$ cat src/rtl/alu_pkg.sv
// Shared opcodes and widths for the registered ALU slice.
// Optional zero flag output is enabled with the ALU_ZERO_FLAG_EN macro.
package alu_pkg;

  localparam int ALU_WIDTH = 4;
  localparam int RES_W     = 2 * ALU_WIDTH;

  localparam logic [2:0] OP_ADD = 3'd0;
  localparam logic [2:0] OP_SUB = 3'd1;
  localparam logic [2:0] OP_MUL = 3'd2;
  localparam logic [2:0] OP_AND = 3'd3;
  localparam logic [2:0] OP_OR  = 3'd4;
  localparam logic [2:0] OP_XOR = 3'd5;
  localparam logic [2:0] OP_SHL = 3'd6;
  localparam logic [2:0] OP_CMP = 3'd7;

endpackage

$ cat src/rtl/alu_if.sv
// Operand/opcode/result bundle between control logic and the ALU.
// o_zero exists only when ALU_ZERO_FLAG_EN is defined.
interface alu_if
  import alu_pkg::*;
#(
  parameter int WIDTH = ALU_WIDTH
);

  logic [WIDTH-1:0]   A_i;
  logic [WIDTH-1:0]   B_i;
  logic [2:0]         opSel;
  logic [2*WIDTH-1:0] o_alu;
`ifdef ALU_ZERO_FLAG_EN
  logic               o_zero;
`endif

`ifdef ALU_ZERO_FLAG_EN
  modport master (output A_i, B_i, opSel, input o_alu, o_zero);
  modport slave  (input A_i, B_i, opSel, output o_alu, o_zero);
`else
  modport master (output A_i, B_i, opSel, input o_alu);
  modport slave  (input A_i, B_i, opSel, output o_alu);
`endif

endinterface

$ cat src/rtl/alu_core.sv
// Combinational ALU datapath: operands and opcode in, next 2*WIDTH result out.
// Operands are unsigned and zero-extended before every operation.
module alu_core
  import alu_pkg::*;
#(
  parameter int WIDTH = ALU_WIDTH
) (
  input  logic [WIDTH-1:0]   a,
  input  logic [WIDTH-1:0]   b,
  input  logic [2:0]         op_sel,
  output logic [2*WIDTH-1:0] res
);

  logic [2*WIDTH-1:0] a_ext;
  logic [2*WIDTH-1:0] b_ext;

  assign a_ext = {{WIDTH{1'b0}}, a};
  assign b_ext = {{WIDTH{1'b0}}, b};

  // Working at full result width keeps the ADD carry, the full MUL product
  // and the SUB borrow wrap without any extra sizing.
  always_comb begin
    res = '0;
    case (op_sel)
      OP_ADD: res = a_ext + b_ext;
      OP_SUB: res = a_ext - b_ext;
      OP_MUL: res = a_ext * b_ext;
      OP_AND: res = a_ext & b_ext;
      OP_OR:  res = a_ext | b_ext;
      OP_XOR: res = a_ext ^ b_ext;
      OP_SHL: res = a_ext << b[2:0];
      OP_CMP: begin
        res[2] = (a > b);
        res[1] = (a == b);
        res[0] = (a < b);
      end
      default: res = '0;
    endcase
  end

endmodule

$ cat src/rtl/alu.sv
// Registered ALU top: one output register stage behind alu_core.
// Define ALU_ZERO_FLAG_EN to add the registered o_zero flag.
module alu
  import alu_pkg::*;
#(
  parameter int WIDTH = ALU_WIDTH
) (
  input  logic  clk_i,
  input  logic  rst_i,
  alu_if.slave  bus
);

  logic [2*WIDTH-1:0] res_p0;
  logic [2*WIDTH-1:0] alu_p1;

  alu_core #(
    .WIDTH (WIDTH)
  ) u_core (
    .a      (bus.A_i),
    .b      (bus.B_i),
    .op_sel (bus.opSel),
    .res    (res_p0)
  );

  // p0 -> p1: result register; reset clears the visible result.
  always_ff @(posedge clk_i) begin
    if (rst_i) begin
      alu_p1 <= '0;
    end else begin
      alu_p1 <= res_p0;
    end
  end

  assign bus.o_alu = alu_p1;

`ifdef ALU_ZERO_FLAG_EN
  logic zero_p1;

  always_ff @(posedge clk_i) begin
    if (rst_i) begin
      zero_p1 <= 1'b1;
    end else begin
      zero_p1 <= (res_p0 == '0);
    end
  end

  assign bus.o_zero = zero_p1;
`endif

endmodule

$ cat src/flat_wrapper.sv
// flat-port wrapper written by rule: the top's interface ports become plain ports
module alu_flat import alu_pkg::*;
#(
  parameter int WIDTH = ALU_WIDTH
)
  (clk_i, rst_i, bus_A_i, bus_B_i, bus_opSel, bus_o_alu);
  alu_if #(.WIDTH(WIDTH)) bus_i ();
  input  logic clk_i;
  input  logic rst_i;
  input wire logic [$bits(bus_i.A_i)-1:0] bus_A_i;
  input wire logic [$bits(bus_i.B_i)-1:0] bus_B_i;
  input wire logic [$bits(bus_i.opSel)-1:0] bus_opSel;
  output wire logic [$bits(bus_i.o_alu)-1:0] bus_o_alu;
  assign bus_i.A_i = bus_A_i;
  assign bus_i.B_i = bus_B_i;
  assign bus_i.opSel = bus_opSel;
  assign bus_o_alu = bus_i.o_alu;
  alu #(.WIDTH(WIDTH)) u_core (.clk_i(clk_i), .rst_i(rst_i), .bus(bus_i));
endmodule
$ cat config.mk
export PLATFORM = sky130hd
export DESIGN_NAME = alu_flat
export DESIGN_NICKNAME = d
export VERILOG_FILES = /design/src/rtl/alu_pkg.sv /design/src/rtl/alu_if.sv /design/src/rtl/alu_core.sv /design/src/rtl/alu.sv /design/src/flat_wrapper.sv
export SDC_FILE = /design/constraint.sdc
export NUM_CORES = 1
export LEC_CHECK = 0
export ABC_CLOCK_PERIOD_IN_PS = 9500
export CAP_MARGIN = 20
export CORE_MARGIN = 2
export CORE_UTILIZATION = 60
export CTS_CLUSTER_DIAMETER = 150
export DETAILED_ROUTE_END_ITERATION = 12
export PLACE_DENSITY = 0.87
export SETUP_SLACK_MARGIN = 0.15
export SLEW_MARGIN = 10
export SYNTH_ARGS = -nofsm -noshare
export SYNTH_HDL_FRONTEND = slang
export SYNTH_HIERARCHICAL = 1
export SYNTH_SLANG_ARGS = --single-unit
$ cat constraint.sdc
create_clock -name clk_i -period 9.5 [get_ports clk_i]
set_input_delay 1.9 -clock clk_i [delete_from_list [all_inputs] [get_ports clk_i]]
set_output_delay 1.9 -clock clk_i [all_outputs]
set_load 0.01 [all_outputs]
Yosys cells after proc, flatten, opt, wreduce, memory -nomap -nowiden

Cells that the tools add are included.

Output and inout port bits: 8
Input port bits: 13
Bits in registers: 8
Word-level logic and storage cells: 21

Reductions and logical operators: 1
Eq/ne operators: 8
Shift operators: 1
Bitwise operators: 3
Multipliers: 1
Multiplexer cells: 2
$add $sub $neg: 2
Order comparisons: 2

Operators by type and width:

| kind                                                                   | number |
|---|---|
| 5-bit case mux with 7 select lines                                     | 1 |
| 3-bit case mux with 8 select lines                                     | 1 |
| 3-bit equality test (second input constant)                            | 4 |
| 4-bit by 4-bit multiplier with 8-bit output                            | 1 |
| 4-bit by 3-bit << shifter with 8-bit output                            | 1 |
| 3-bit by 2-bit equality test with 1-bit output (second input constant) | 2 |
| 4-bit by 4-bit adder with 5-bit output                                 | 1 |
| 4-bit by 4-bit subtractor with 5-bit output                            | 1 |
| 4-bit bitwise AND                                                      | 1 |
| 4-bit equality test                                                    | 1 |
| 4-bit > comparator                                                     | 1 |
| 4-bit < comparator                                                     | 1 |
| 4-bit bitwise OR                                                       | 1 |
| 4-bit bitwise XOR                                                      | 1 |
| 3-bit by 1-bit equality test with 1-bit output (second input constant) | 1 |
| 3-bit logical NOT                                                      | 1 |

Logic depth before layout (Yosys ltp)

Depth after elaboration: 2
Depth in mapped cells: 12
Mapped depth without buffers: 12

Cells and area by module

The synthesis kept the hierarchy.

Modules (own cells, without submodules):

| module   | sequential area each (um^2) | instances | cells each | area an instance (um^2) |
|---|---|---|---|---|
| alu_core | 0.0                         | 1         | 166        | 1280.0 |
| alu      | 160.2                       | 1         | 16         | 210.2 |

Worst setup path after synthesis

OpenSTA, ideal clock, no wires.

Path kind: input -> register
From: in bus_B_i[3]
To: reg u_core.alu_p1[3] (netlist: u_core/bus.o_alu[3])
Arrival time: 4340 ps
Path buffers: 0
Path slack: 5095 ps
Stages on the path: 11
Library setup time: 65 ps
Data required time: 9435 ps
Cell sequence: nand2_1 > fa_1 > inv_1 > fa_1 > inv_1 > fa_1 > nor2b_1 > a2111oi_0 > a221oi_1 > o221ai_1 > nor2b_1

Cells in the longest elaborated chain, start to end: 2
Elaborated cells on any way between the ends: 7
Those cells by class: add/sub: 2; mul: 1; mux: 1; bitwise: 3

RTL lines:

| element                                                                   | line               | source |
|---|---|---|
| from (decl)                                                               | flat_wrapper.sv:11 | `input wire logic [$bits(bus_i.B_i)-1:0] bus_B_i;` |
| 4-bit by 4-bit multiplier with 8-bit output, or another cell as far along | alu_core.sv:27     | `OP_MUL: res = a_ext * b_ext;` |
| 5-bit case mux with 7 select lines *                                      | alu_core.sv:24     | `case (op_sel)` |
| named net u_core.res_p0[3]                                                | alu.sv:13          | `logic [2*WIDTH-1:0] res_p0;` |
| to (signal assigned)                                                      | alu.sv:30          | `alu_p1 <= res_p0;` |
| to (decl)                                                                 | alu.sv:14          | `logic [2*WIDTH-1:0] alu_p1;` |

Mark *: on every way through the listed nets, which the timed path passes. The rest lies on a longest branch.
A chain may end at the register's enable or synchronous reset.

Worst setup path after layout

From: in bus_A_i[1]
To: reg u_core.alu_p1[3] (netlist: u_core/bus.o_alu[3])

Cells in the longest elaborated chain, start to end: 2
Elaborated cells on any way between the ends: 5
Those cells by class: add/sub: 2; mul: 1; shift: 1; mux: 1

RTL lines:

| element                                                                   | line               | source |
|---|---|---|
| from (decl)                                                               | flat_wrapper.sv:10 | `input wire logic [$bits(bus_i.A_i)-1:0] bus_A_i;` |
| 4-bit by 4-bit multiplier with 8-bit output, or another cell as far along | alu_core.sv:27     |  |
| 5-bit case mux with 7 select lines *                                      | alu_core.sv:24     |  |
| named net u_core.res_p0[3]                                                | alu.sv:13          |  |

Marked as above.

==> flow_metrics.tcl <==
set metrics [dict create \
    dieArea_um2 2900 \
    p_comb_frac 0.567 \
    wl_met1_mm 1.55 \
    synth_top_area_frac 0.210 \
    portBuffers 20 \
    wl_met3_um 276 \
    fmax_mhz 197 \
    hp-class "in -> reg" \
    rsz0062_at_grt "false" \
    cpPeakStageDelay_ns 0.64 \
    wl_mm 3.74 \
    post_cts_resized 0 \
    pwr-share-seq 0.255 \
    slew_headroom 0.523 \
    netSwitchingFraction 0.393 \
    ys_top_cells_by_area "ha_1 21%, dfxtp_1 11%, fa_1 8.1%, nor2b_1 5.0%, inv_1 4.8%" \
    grt_pass1_wl_mm 5.88 \
    grt_pass1_vias 1324 \
    viasPerCell 6.46 \
    die_y_um 53.8 \
    holdBufCountCts 0 \
    yosysMostFrequentCell "ha_1" \
    synth_cells 182 \
    clkSlewWorstSetupHoldPaths_ns 0.05 \
    dp_hpwl_mm 2.99 \
    cap_viol_max_count 0 \
    antenna_cells 0 \
    finalSetupViolCount 0 \
    synth_warnings 6 \
    worstPathMaxFanout 7 \
    yosys-top-cells-count "25 x ha_1, 19 x inv_1, 18 x nor2_1" \
    synth_cell_types 49 \
    cts.sinks 8 \
    cts_root_buf "clkbuf_4" \
    cp-start-kind "input port" \
    post_drt_wl_per_cell_um 16.4 \
    critical_path_required_ns 9.69 \
    syn_area_per_cell_um2 8.19 \
    drc 0 \
    numCtsBuffers 3 \
    syn_area_um2 1490 \
    cts_tree "built" \
    endpoint_kind "register" \
    grt_max_degree 22 \
    gr-total-overflow 0 \
    drtIter0Drc 91 \
    core_um2 2410 \
    finalSetupTns_ns 0 \
    crit_type "in -> reg" \
    synth_fp_nets 226 \
    power_density_nw_per_um2 85.3 \
    power_leakage_nw 0.749 \
    critPathArrivalTime_ns 5.26 \
    io_pins 21 \
    place_ws_ns 4.22 \
    async_reset_ff_frac 0 \
    ys_seq_elements 8 \
    synth_edf_count 0 \
    htreeDepth 1 \
    ant_nets 0 \
    route.vias.total 1472 \
    slew_violations 0 \
    seq_area_frac_synth 0.107 \
    wl_met2_mm 1.77 \
    clkPwrFrac 0.178 \
    ys.flop_type "dfxtp_1" \
    path_cells "clkdlybuf4s50_1 -> nand2_1 -> fa_1 -> inv_1 -> fa_1 -> inv_1 -> fa_1 -> nor2b_1 -> a2111oi_0 -> a221oi_1 -> o221ai_1 -> nor2b_1" \
    die_width_um 53.8 \
    antenna_found_initial 0 \
    slowest_stage "clkdlybuf4s50_1" \
    ir_drop_mv 0.0671 \
    worst_slack_ns 4.42 \
    drtPass1Iterations 4 \
    grtUsageTotal 0.278 \
    final_util 0.701 \
    layout-drive-gt1-share 0.0455 \
    cts_setup_buffers 0 \
    cp_common_cell "fa_1" \
    hold_viol_final 0 \
    p_total_uw 144 \
    fin_nets 244 \
    largest_reg_flops 8 \
    max_slew.worst_pin.slew_ns 0.714 \
    fillers 192 \
    areaGrowthSynthToFinish_pct 13.4 \
    cellInternalPower_uw 87.5 \
    gp_congestion 0.938 \
    fin_crit_sh 0.534 \
    run_status "finished, final reports clean" \
    yosysTopAreaCell "ha_1" \
    period_minus_slack_ns 5.08 \
    routed.top_layer "met4" \
    initial_core_util 0.618 \
    placementRows 18 \
    switchingPower_uw 56.5 \
    clockBufferDepth 2 \
]
layout by cell type (no fill, tap or decap), types with 2 or more instances in the layout:
cell type,count
a211oi_1,4
a21o_1,3
a21oi_1,7
a32oi_1,4
clkbuf_4,3
clkdlybuf4s50_1,20
dfxtp_1,8
fa_1,6
ha_1,25
inv_1,19
mux2i_1,7
nand2_1,7
nand2b_1,3
nand3_1,8
nor2_1,18
nor2b_1,12
nor3_1,3
o211ai_1,2
o21ai_0,6
xnor2_1,4
xor2_1,2
metrics by stage:
step           cell area, um2  instances  hold WS [ns]
4_1_cts                  1690        228          2.37
3_3_place_gp             1670        225          2.62
5_1_grt                  1690        228          2.39
6_report                 1690        228          2.38
3_5_place_dp             1670        225          2.63
2_1_floorplan            1490        182          1.97
layer usage:
metal / vias to the layer above / track usage
met5: - / 0
met4: 0 / 0.150
met3: 14 / 0.0194
met2: 91 / 0.461
met1: 695 / 0.357
li1: 672 / -
logic make-up (layout without fill, tap and decap cells):
group	after synthesis	count (layout)	share of synthesized area
and+or+nand+nor	61	61	0.228
AOI/OAI and AO/OA	41	41	0.197
muxes	7	7	0.0470
DFF	8	8	0.107
adders and majority gates	31	31	0.291
buffers and inverters	28	44	0.0940
xor gates and xnor gates	6	6	0.0353
final cells by class:
type	count	area, um2	share of cell area
Sequential cell	8	160	0.0948
Timing Repair Buffer	20	200	0.119
Multi-Input combinational cell	146	1190	0.704
Inverter	21	78.8	0.0467
Tap cell	30	37.5	0.0222
Clock buffer	3	22.5	0.0133
worst paths after layout:
path	cells past startpoint	start	end
min	2	rst_i	u_core/bus.o_alu[5]
max	12	bus_A_i[1]	u_core/bus.o_alu[3]
power groups by stage:
| stage | Combinational, mW | Clock (mW) | Sequential (mW) |
|---|---|---|---|
| 4_1_cts | 0.0798 | 0.0266 | 0.0368 |
| 2_1_floorplan | 0.0545 | 0 | 0.0389 |
| 3_5_place_dp | 0.0795 | 0 | 0.0375 |
| 3_3_place_gp | 0.0766 | 0 | 0.0375 |
| 6_report | 0.0816 | 0.0256 | 0.0368 |
| 5_1_grt | 0.0886 | 0.0281 | 0.0369 |
worst max-delay path, delay by kind of cell:
| family | cells | cell delay (ns) |
|---|---|---|
| fa+ha+maj | 3 | 1.53 |
| buf+inv | 3 | 0.76 |
| compound gates | 3 | 0.66 |
| simple gates | 3 | 0.40 |
(Power assumes the default switching activity.)
